**config.mk**
```make
export PLATFORM = sky130hd
export DESIGN_NAME = backtrace_stream
export DESIGN_NICKNAME = d
export VERILOG_FILES = /design/src/rtl/datatypesPkg.sv /design/src/rtl/bt_step.sv /design/src/rtl/backtrace_stream.sv
export SDC_FILE = /design/constraint.sdc
export NUM_CORES = 1
export LEC_CHECK = 0
export ABC_AREA = 0
export CAP_MARGIN = 30
export CORE_ASPECT_RATIO = 0.6
export CORE_MARGIN = 2
export CORE_UTILIZATION = 50
export DETAILED_ROUTE_END_ITERATION = 8
export MAX_ROUTING_LAYER = met4
export PLACE_DENSITY = 0.87
export SETUP_SLACK_MARGIN = 0.02
export SYNTH_ARGS = -nofsm -noshare
export SYNTH_HDL_FRONTEND = slang
export SYNTH_SLANG_ARGS = --single-unit
export TNS_END_PERCENT = 30
```
**constraint.sdc**
```tcl
create_clock -name clk -period 7.5 [get_ports clk]
set_input_delay 1.5 -clock clk [delete_from_list [all_inputs] [get_ports clk]]
set_output_delay 1.5 -clock clk [all_outputs]
set_load 0.03 [all_outputs]
```
**src/rtl/datatypesPkg.sv**
```systemverilog
// Shared types for the alignment traceback path: cell directions, walker states, step helper.
// Latency: n/a (types and a pure combinational function).
// Backpressure: n/a.
package datatypesPkg;

    typedef enum logic [1:0] {
        Nil      = 2'd0,
        Above    = 2'd1,
        Left     = 2'd2,
        Diagonal = 2'd3
    } direction;

    typedef enum logic [1:0] {
        BT_IDLE = 2'd0,
        BT_WALK = 2'd1,
        BT_DONE = 2'd2
    } bt_state_t;

    // Signed position so that a step off the grid edge shows up as a negative index.
    typedef struct packed {
        int row;
        int col;
    } bt_pos_t;

    // Position reached by following one direction pointer from (row, col).
    function automatic bt_pos_t bt_next_pos(input int row, input int col, input direction dir);
        bt_pos_t p;
        p.row = row;
        p.col = col;
        case (dir)
            Above:    p.row = row - 1;
            Left:     p.col = col - 1;
            Diagonal: begin
                p.row = row - 1;
                p.col = col - 1;
            end
            default:  ;
        endcase
        return p;
    endfunction

endpackage

```
**src/rtl/bt_step.sv**
```systemverilog
// One traceback step: next position, last-beat flag and error flag for the current cell.
// Latency: purely combinational.
// Backpressure: none; the caller decides when the step is taken.
module bt_step
    import datatypesPkg::*;
#(
    parameter int RW = 4,
    parameter int CW = 4
) (
    input  logic [RW-1:0] row,
    input  logic [CW-1:0] col,
    input  direction      dir,
    input  logic          local_mode,
    output logic [RW-1:0] next_row,
    output logic [CW-1:0] next_col,
    output logic          last,
    output logic          err
);

    bt_pos_t pos;
    logic    at_origin;
    logic    underflow;
    logic    natural_last;

    // Follow the pointer, then classify the beat: a natural end wins over any error.
    always_comb begin
        pos          = bt_next_pos(int'(row), int'(col), dir);
        next_row     = RW'(pos.row);
        next_col     = CW'(pos.col);
        at_origin    = (row == '0) && (col == '0);
        underflow    = (pos.row < 0) || (pos.col < 0);
        natural_last = local_mode ? ((dir == Nil) || at_origin) : at_origin;
        err          = !natural_last && ((!local_mode && (dir == Nil)) || underflow);
        last         = natural_last || err;
    end

endmodule

```
**src/rtl/backtrace_stream.sv**
```systemverilog
// Walks the direction grid from a latched start cell and streams the path as valid/ready beats.
// Latency: first beat the cycle after an accepted start, then one beat per clock while ready is high.
// Backpressure: out_ready low freezes position, count and all outputs until the beat is taken.
module backtrace_stream
    import datatypesPkg::*;
#(
    parameter int len1 = 5,
    parameter int len2 = 5,
    parameter int RW   = $clog2(len1) + 1,
    parameter int CW   = $clog2(len2) + 1,
    parameter int PW   = $clog2(len1 + len2 + 1)
) (
    input  logic          clk,
    input  logic          rst,
    input  logic          start,
    input  logic          local_mode,
    input  logic [RW-1:0] start_row,
    input  logic [CW-1:0] start_col,
    input  direction      grid [0:len2-1][0:len1-1],
    output logic          out_valid,
    input  logic          out_ready,
    output direction      out_dir,
    output logic          out_last,
    output logic          busy,
    output logic          done,
    output logic          error,
    output logic [PW-1:0] path_len
);

    bt_state_t     state_q, state_d;
    logic [RW-1:0] row_q, row_d;
    logic [CW-1:0] col_q, col_d;
    logic          mode_q, mode_d;
    logic          err_q, err_d;
    logic [PW-1:0] len_q, len_d;

    direction      cur_dir;
    logic [RW-1:0] step_row;
    logic [CW-1:0] step_col;
    logic          step_last;
    logic          step_err;

    // Grid lookup at the registered position, written as an explicit mux over all cells.
    always_comb begin
        cur_dir = Nil;
        for (int c = 0; c < len2; c++) begin
            for (int r = 0; r < len1; r++) begin
                if ((col_q == CW'(c)) && (row_q == RW'(r))) begin
                    cur_dir = grid[c][r];
                end
            end
        end
    end

    bt_step #(
        .RW (RW),
        .CW (CW)
    ) u_step (
        .row        (row_q),
        .col        (col_q),
        .dir        (cur_dir),
        .local_mode (mode_q),
        .next_row   (step_row),
        .next_col   (step_col),
        .last       (step_last),
        .err        (step_err)
    );

    // State and datapath registers; reset aborts any walk without a done pulse.
    always_ff @(posedge clk or posedge rst) begin
        if (rst) begin
            state_q <= BT_IDLE;
            row_q   <= '0;
            col_q   <= '0;
            mode_q  <= 1'b0;
            err_q   <= 1'b0;
            len_q   <= '0;
        end else begin
            state_q <= state_d;
            row_q   <= row_d;
            col_q   <= col_d;
            mode_q  <= mode_d;
            err_q   <= err_d;
            len_q   <= len_d;
        end
    end

    // Next-state and output decode; start is only looked at in IDLE.
    always_comb begin
        state_d   = state_q;
        row_d     = row_q;
        col_d     = col_q;
        mode_d    = mode_q;
        err_d     = err_q;
        len_d     = len_q;
        out_valid = 1'b0;
        out_dir   = Nil;
        out_last  = 1'b0;
        busy      = 1'b0;
        done      = 1'b0;

        case (state_q)
            BT_IDLE: begin
                if (start) begin
                    len_d = '0;
                    if ((start_row >= RW'(len1)) || (start_col >= CW'(len2))) begin
                        // Bad start cell: report it through the normal done path, no beats.
                        err_d   = 1'b1;
                        state_d = BT_DONE;
                    end else begin
                        err_d   = 1'b0;
                        row_d   = start_row;
                        col_d   = start_col;
                        mode_d  = local_mode;
                        state_d = BT_WALK;
                    end
                end
            end
            BT_WALK: begin
                out_valid = 1'b1;
                busy      = 1'b1;
                out_dir   = cur_dir;
                out_last  = step_last;
                if (out_ready) begin
                    len_d = len_q + PW'(1);
                    if (step_last) begin
                        err_d   = step_err;
                        state_d = BT_DONE;
                    end else begin
                        row_d = step_row;
                        col_d = step_col;
                    end
                end
            end
            BT_DONE: begin
                done    = 1'b1;
                state_d = BT_IDLE;
            end
            default: begin
                state_d = BT_IDLE;
            end
        endcase
    end

    assign error    = err_q;
    assign path_len = len_q;

endmodule

```
==> metrics.md <==
| Metric | Value |
|---|---|
| Result of the run | `completed` |
| Arrival @ worst endpoint | `between 4000 and 5000 ps` |
| X dimension of the die | `between 80 and 90 um` |
| Final global-route overflow total | `0` |
| Number of primary I/O pins | `74` |
| Area after detailed placement | `2850 um^2` |
| Post-Syn Instances | `approximately 280` |
| Final Hold Fails | `0` |
| Max-cap violation count | `0` |
| Period minus WS final | `around 6400 ps` |
| Global router's overall resource usage | `0.324` |
| Worst hold path startpoint | `error` |
| DR iter-0 viols | `about 370` |
| Number of I/O port buffers | `73` |
| Library cell occupying the most area in the post-synthesis netlist | `sky130_fd_sc_hd__dfrtp_1` |
| Net count after synthesis | `351` |
| Hold-fix buffer count after cts | `0` |
| Kind of launch point of the worst setup path | `primary input` |
| Detailed-routing iteration count for the pre-antenna-repair pass | `6` |
| Logic pwr share | `0.688` |
| Maximum number of buffers from clock root to sink | `2` |
| Detail-routed net length per standard cell | `approximately 19 um` |
| Routability congestion estimate | `~1.0` |
| Clock network power share | `0.081` |
| Setup Skew | `approximately 4.6 ps` |
| Final wirelength | `about 7500 um` |
| Post-route insts no fill | `~390` |
| Mean number of vias per cell | `approximately 6.7` |
| Top cells by area, synth | `sky130_fd_sc_hd__dfrtp_1, sky130_fd_sc_hd__ha_1, sky130_fd_sc_hd__a21oi_1, sky130_fd_sc_hd__nand2_1, sky130_fd_sc_hd__nor3_1` |
| Die height | `between 50 and 60 um` |
| Count of filler cells inserted in the layout | `around 340` |
| Clock insertion delay at the later pin of the skew report | `250 ps` |
| Unrepaired setup endpoints after global routing | `false` |
| Number of global-route vias before repair | `around 2200` |
| Final instance area | `just under 3000 um^2` |
| Power per cell area | `278 nW/um^2` |
| Worst Tran Pin Value | `between 800 and 900 ps` |
| Internal power of the cells | `0.365 mW` |
| Number of gates given a new drive strength after cts | `0` |
| Top FF cell, synth | `sky130_fd_sc_hd__dfrtp_1` |
| Core outline area | `~4100 um^2` |
| Number of enable flip-flop cells after synthesis | `0` |
| Number of placed instances, taps included | `roughly 400` |
| Sequential fraction of the synthesis area | `0.188` |
| Fraction of layout cells with a size suffix above 1 | `0.0569` |
| Total net switching power | `roughly 0.44 mW` |
| Endpoint type of the worst setup path | `output port` |
| Switching power as a share of total power | `0.544` |
| Static power due to leakage | `around 1.1 nW` |
| Global-route wire length before repair | `11400 um` |
| Number of antenna-violating nets in the routed design | `0` |
| Layout overhead on the synthesized area | `35.5%` |
| Highest ir drop seen on vdd | `roughly 0.25 mV` |
| Area of the mapped netlist | `between 2000 and 2500 um^2` |
| Final Cycle Share | `0.851` |
| Maximum fanout count along the critical path | `11` |
| Headroom to the max-slew limit | `0.436` |
| Number of slew-limit violations in the final report | `0` |
| Diodes inserted | `0` |
| Starting Density | `0.520` |
| Die outline area | `approximately 4800 um^2` |
| Via count | `around 2600` |
| Crit path required time | `6000 ps` |
| Setup crit start | `grid[29]` |
| Yosys top cell area share | `0.188` |
| Clock transition at the registers of the reported paths | `roughly 60 ps` |
| Setup Fix Bufs, Post-CTS | `0` |
| Total of warnings raised by yosys | `0` |
| Per-instance average area after synthesis | `a little under 8 um^2` |
| HPWL after detailed placement | `around 5700 um` |
| Antenna violations before repair | `0` |
| CP Class | `primary input to output port` |
| Clk Tree Root Cell | `sky130_fd_sc_hd__clkbuf_8` |
| TritonCTS sink count | `16` |
| Count of H-tree levels built during CTS | `1` |
| Final hold slack | `497 ps` |
| Type of the most critical hold path | `flop to flop` |
| Row count | `18` |
| Area taken by flip-flops and latches | `400 um^2` |
| Largest net degree at the start of global routing | `27` |
| Sequential cell fraction of total power | `0.231` |
| Clock tree from TritonCTS | `done` |
| Setup Viol. Count Final | `0` |
| Post-synthesis cell type count | `66` |
| DRC Markers | `0` |
| Net count, final | `410` |
| Worst flop-to-flop path startpoint | `row_q[0]` |
| Number of register bits inferred by synthesis | `16` |
| Maximum clock frequency | `around 160 MHz` |
| Final setup TNS | `0 ps` |
| Total clock buffers created by CTS | `3` |
| Post-synthesis async set-or-reset flop share | `1.00` |
| Multi-input gate area | `1580 um^2` |
[layout make-up]
cell class                 instances  share of cell area
multi-input combinational        226               0.547
inverter                          16              0.0208
clock buffer                       3              0.0143
sequential                        16               0.139
timing repair buffer              73               0.253
tap                               60              0.0260
[power by group through the flow]
| stage | Combinational [mW] | Clock (mW) | Sequential (mW) |
|---|---|---|---|
| finish | 0.551 | 0.0647 | 0.185 |
| global route | 0.589 | 0.0690 | 0.189 |
| CTS | 0.530 | 0.0656 | 0.180 |
| detailed placement | 0.527 | 0 | 0.182 |
| global placement | 0.525 | 0 | 0.179 |
| floorplan | 0.415 | 0 | 0.148 |
[final timing paths]
kind | end | slack, ps | cells past startpoint
max | out_last | 1120 | 9
min in group asynchronous | state_q[1] | 1630 | 2
max in group asynchronous | col_q[3] | 5460 | 2
max reg2reg | row_q[3] | 3400 | 11
min | error | 500 | 1
min reg2reg | error | 500 | 1
[layer usage]
metal	global-route usage	vias up	share of wire
met5	-	-	0
met4	0.0758	0	0.020
met3	0.0769	21	0.13
met2	0.434	198	0.39
met1	0.483	1219	0.46
li1	-	1190	-
[worst max-delay path: stages]
cell and delay [ps]:
sky130_fd_sc_hd__clkdlybuf4s50_1 390, sky130_fd_sc_hd__or3b_2 440, sky130_fd_sc_hd__a211oi_1 330, sky130_fd_sc_hd__o2111a_1 310, sky130_fd_sc_hd__nor4b_4 70, sky130_fd_sc_hd__o32ai_2 380, sky130_fd_sc_hd__a211o_1 470, sky130_fd_sc_hd__and2_1 270
sky130_fd_sc_hd__clkdlybuf4s50_1 700
[cells in the final DEF (no fill, tap or decap), types with 3 or more instances in the layout]
cell / count
sky130_fd_sc_hd__o21ai_0: 13
sky130_fd_sc_hd__dfrtp_1: 16
sky130_fd_sc_hd__a221o_1: 3
sky130_fd_sc_hd__a31oi_1: 4
sky130_fd_sc_hd__nand4_1: 4
sky130_fd_sc_hd__ha_1: 11
sky130_fd_sc_hd__a311oi_1: 6
sky130_fd_sc_hd__nand2_1: 20
sky130_fd_sc_hd__inv_1: 16
sky130_fd_sc_hd__nor3b_1: 7
sky130_fd_sc_hd__nor2_1: 9
sky130_fd_sc_hd__nor4_1: 4
sky130_fd_sc_hd__nand3_1: 8
sky130_fd_sc_hd__nand3b_1: 5
sky130_fd_sc_hd__nor3_1: 13
sky130_fd_sc_hd__nor4b_1: 3
sky130_fd_sc_hd__or2_2: 4
sky130_fd_sc_hd__a21oi_1: 22
sky130_fd_sc_hd__o311ai_0: 3
sky130_fd_sc_hd__o22ai_1: 6
sky130_fd_sc_hd__clkbuf_8: 3
sky130_fd_sc_hd__mux2i_1: 4
sky130_fd_sc_hd__a211oi_1: 7
sky130_fd_sc_hd__and2_1: 6
sky130_fd_sc_hd__nor2b_1: 10
sky130_fd_sc_hd__clkdlybuf4s50_1: 73
sky130_fd_sc_hd__nand2b_1: 5
sky130_fd_sc_hd__a22o_1: 3
[flip-flops by register name, indices dropped and copies added, names as in the netlist]
| name | flops |
|---|---|
| error | 1 |
| row_q | 4 |
| mode_q | 1 |
| state_q | 2 |
| col_q | 4 |
| path_len | 4 |
[logic make-up (layout without fill, tap and decap cells)]
family,Yosys count,after routing,synth area share
and+or+nand+nor,110,110,0.308
DFF,16,16,0.188
adders and majority gates,11,11,0.0646
buffers and inverters,35,92,0.0710
AOI/OAI and AO/OA,100,100,0.345
muxes,5,5,0.0241
[stage by stage]
step / utilization / setup WS (ps) / power [mW]
floorplan: - / 2650 / 0.563
global placement: 0.694 / 1290 / 0.704
detailed placement: 0.694 / 1210 / 0.709
CTS: 0.704 / 1180 / 0.776
global route: 0.704 / 887 / 0.847
finish: 0.704 / 1120 / 0.801
[synthesized netlist by cell type (5+ instances only)]
master	count
sky130_fd_sc_hd__nand3b_1	5
sky130_fd_sc_hd__nor2b_1	10
sky130_fd_sc_hd__o21ai_0	13
sky130_fd_sc_hd__nand2b_1	5
sky130_fd_sc_hd__ha_1	11
sky130_fd_sc_hd__clkbuf_1	14
sky130_fd_sc_hd__nand3_1	8
sky130_fd_sc_hd__inv_1	16
sky130_fd_sc_hd__a311oi_1	6
sky130_fd_sc_hd__nor3_1	13
sky130_fd_sc_hd__a21oi_1	22
sky130_fd_sc_hd__nor3b_1	7
sky130_fd_sc_hd__dfrtp_1	16
sky130_fd_sc_hd__nor2_1	9
sky130_fd_sc_hd__nand2_1	20
sky130_fd_sc_hd__o22ai_1	6
sky130_fd_sc_hd__a211oi_1	7
sky130_fd_sc_hd__and2_1	6
No activity file was read; power rests on OpenSTA's default activity.
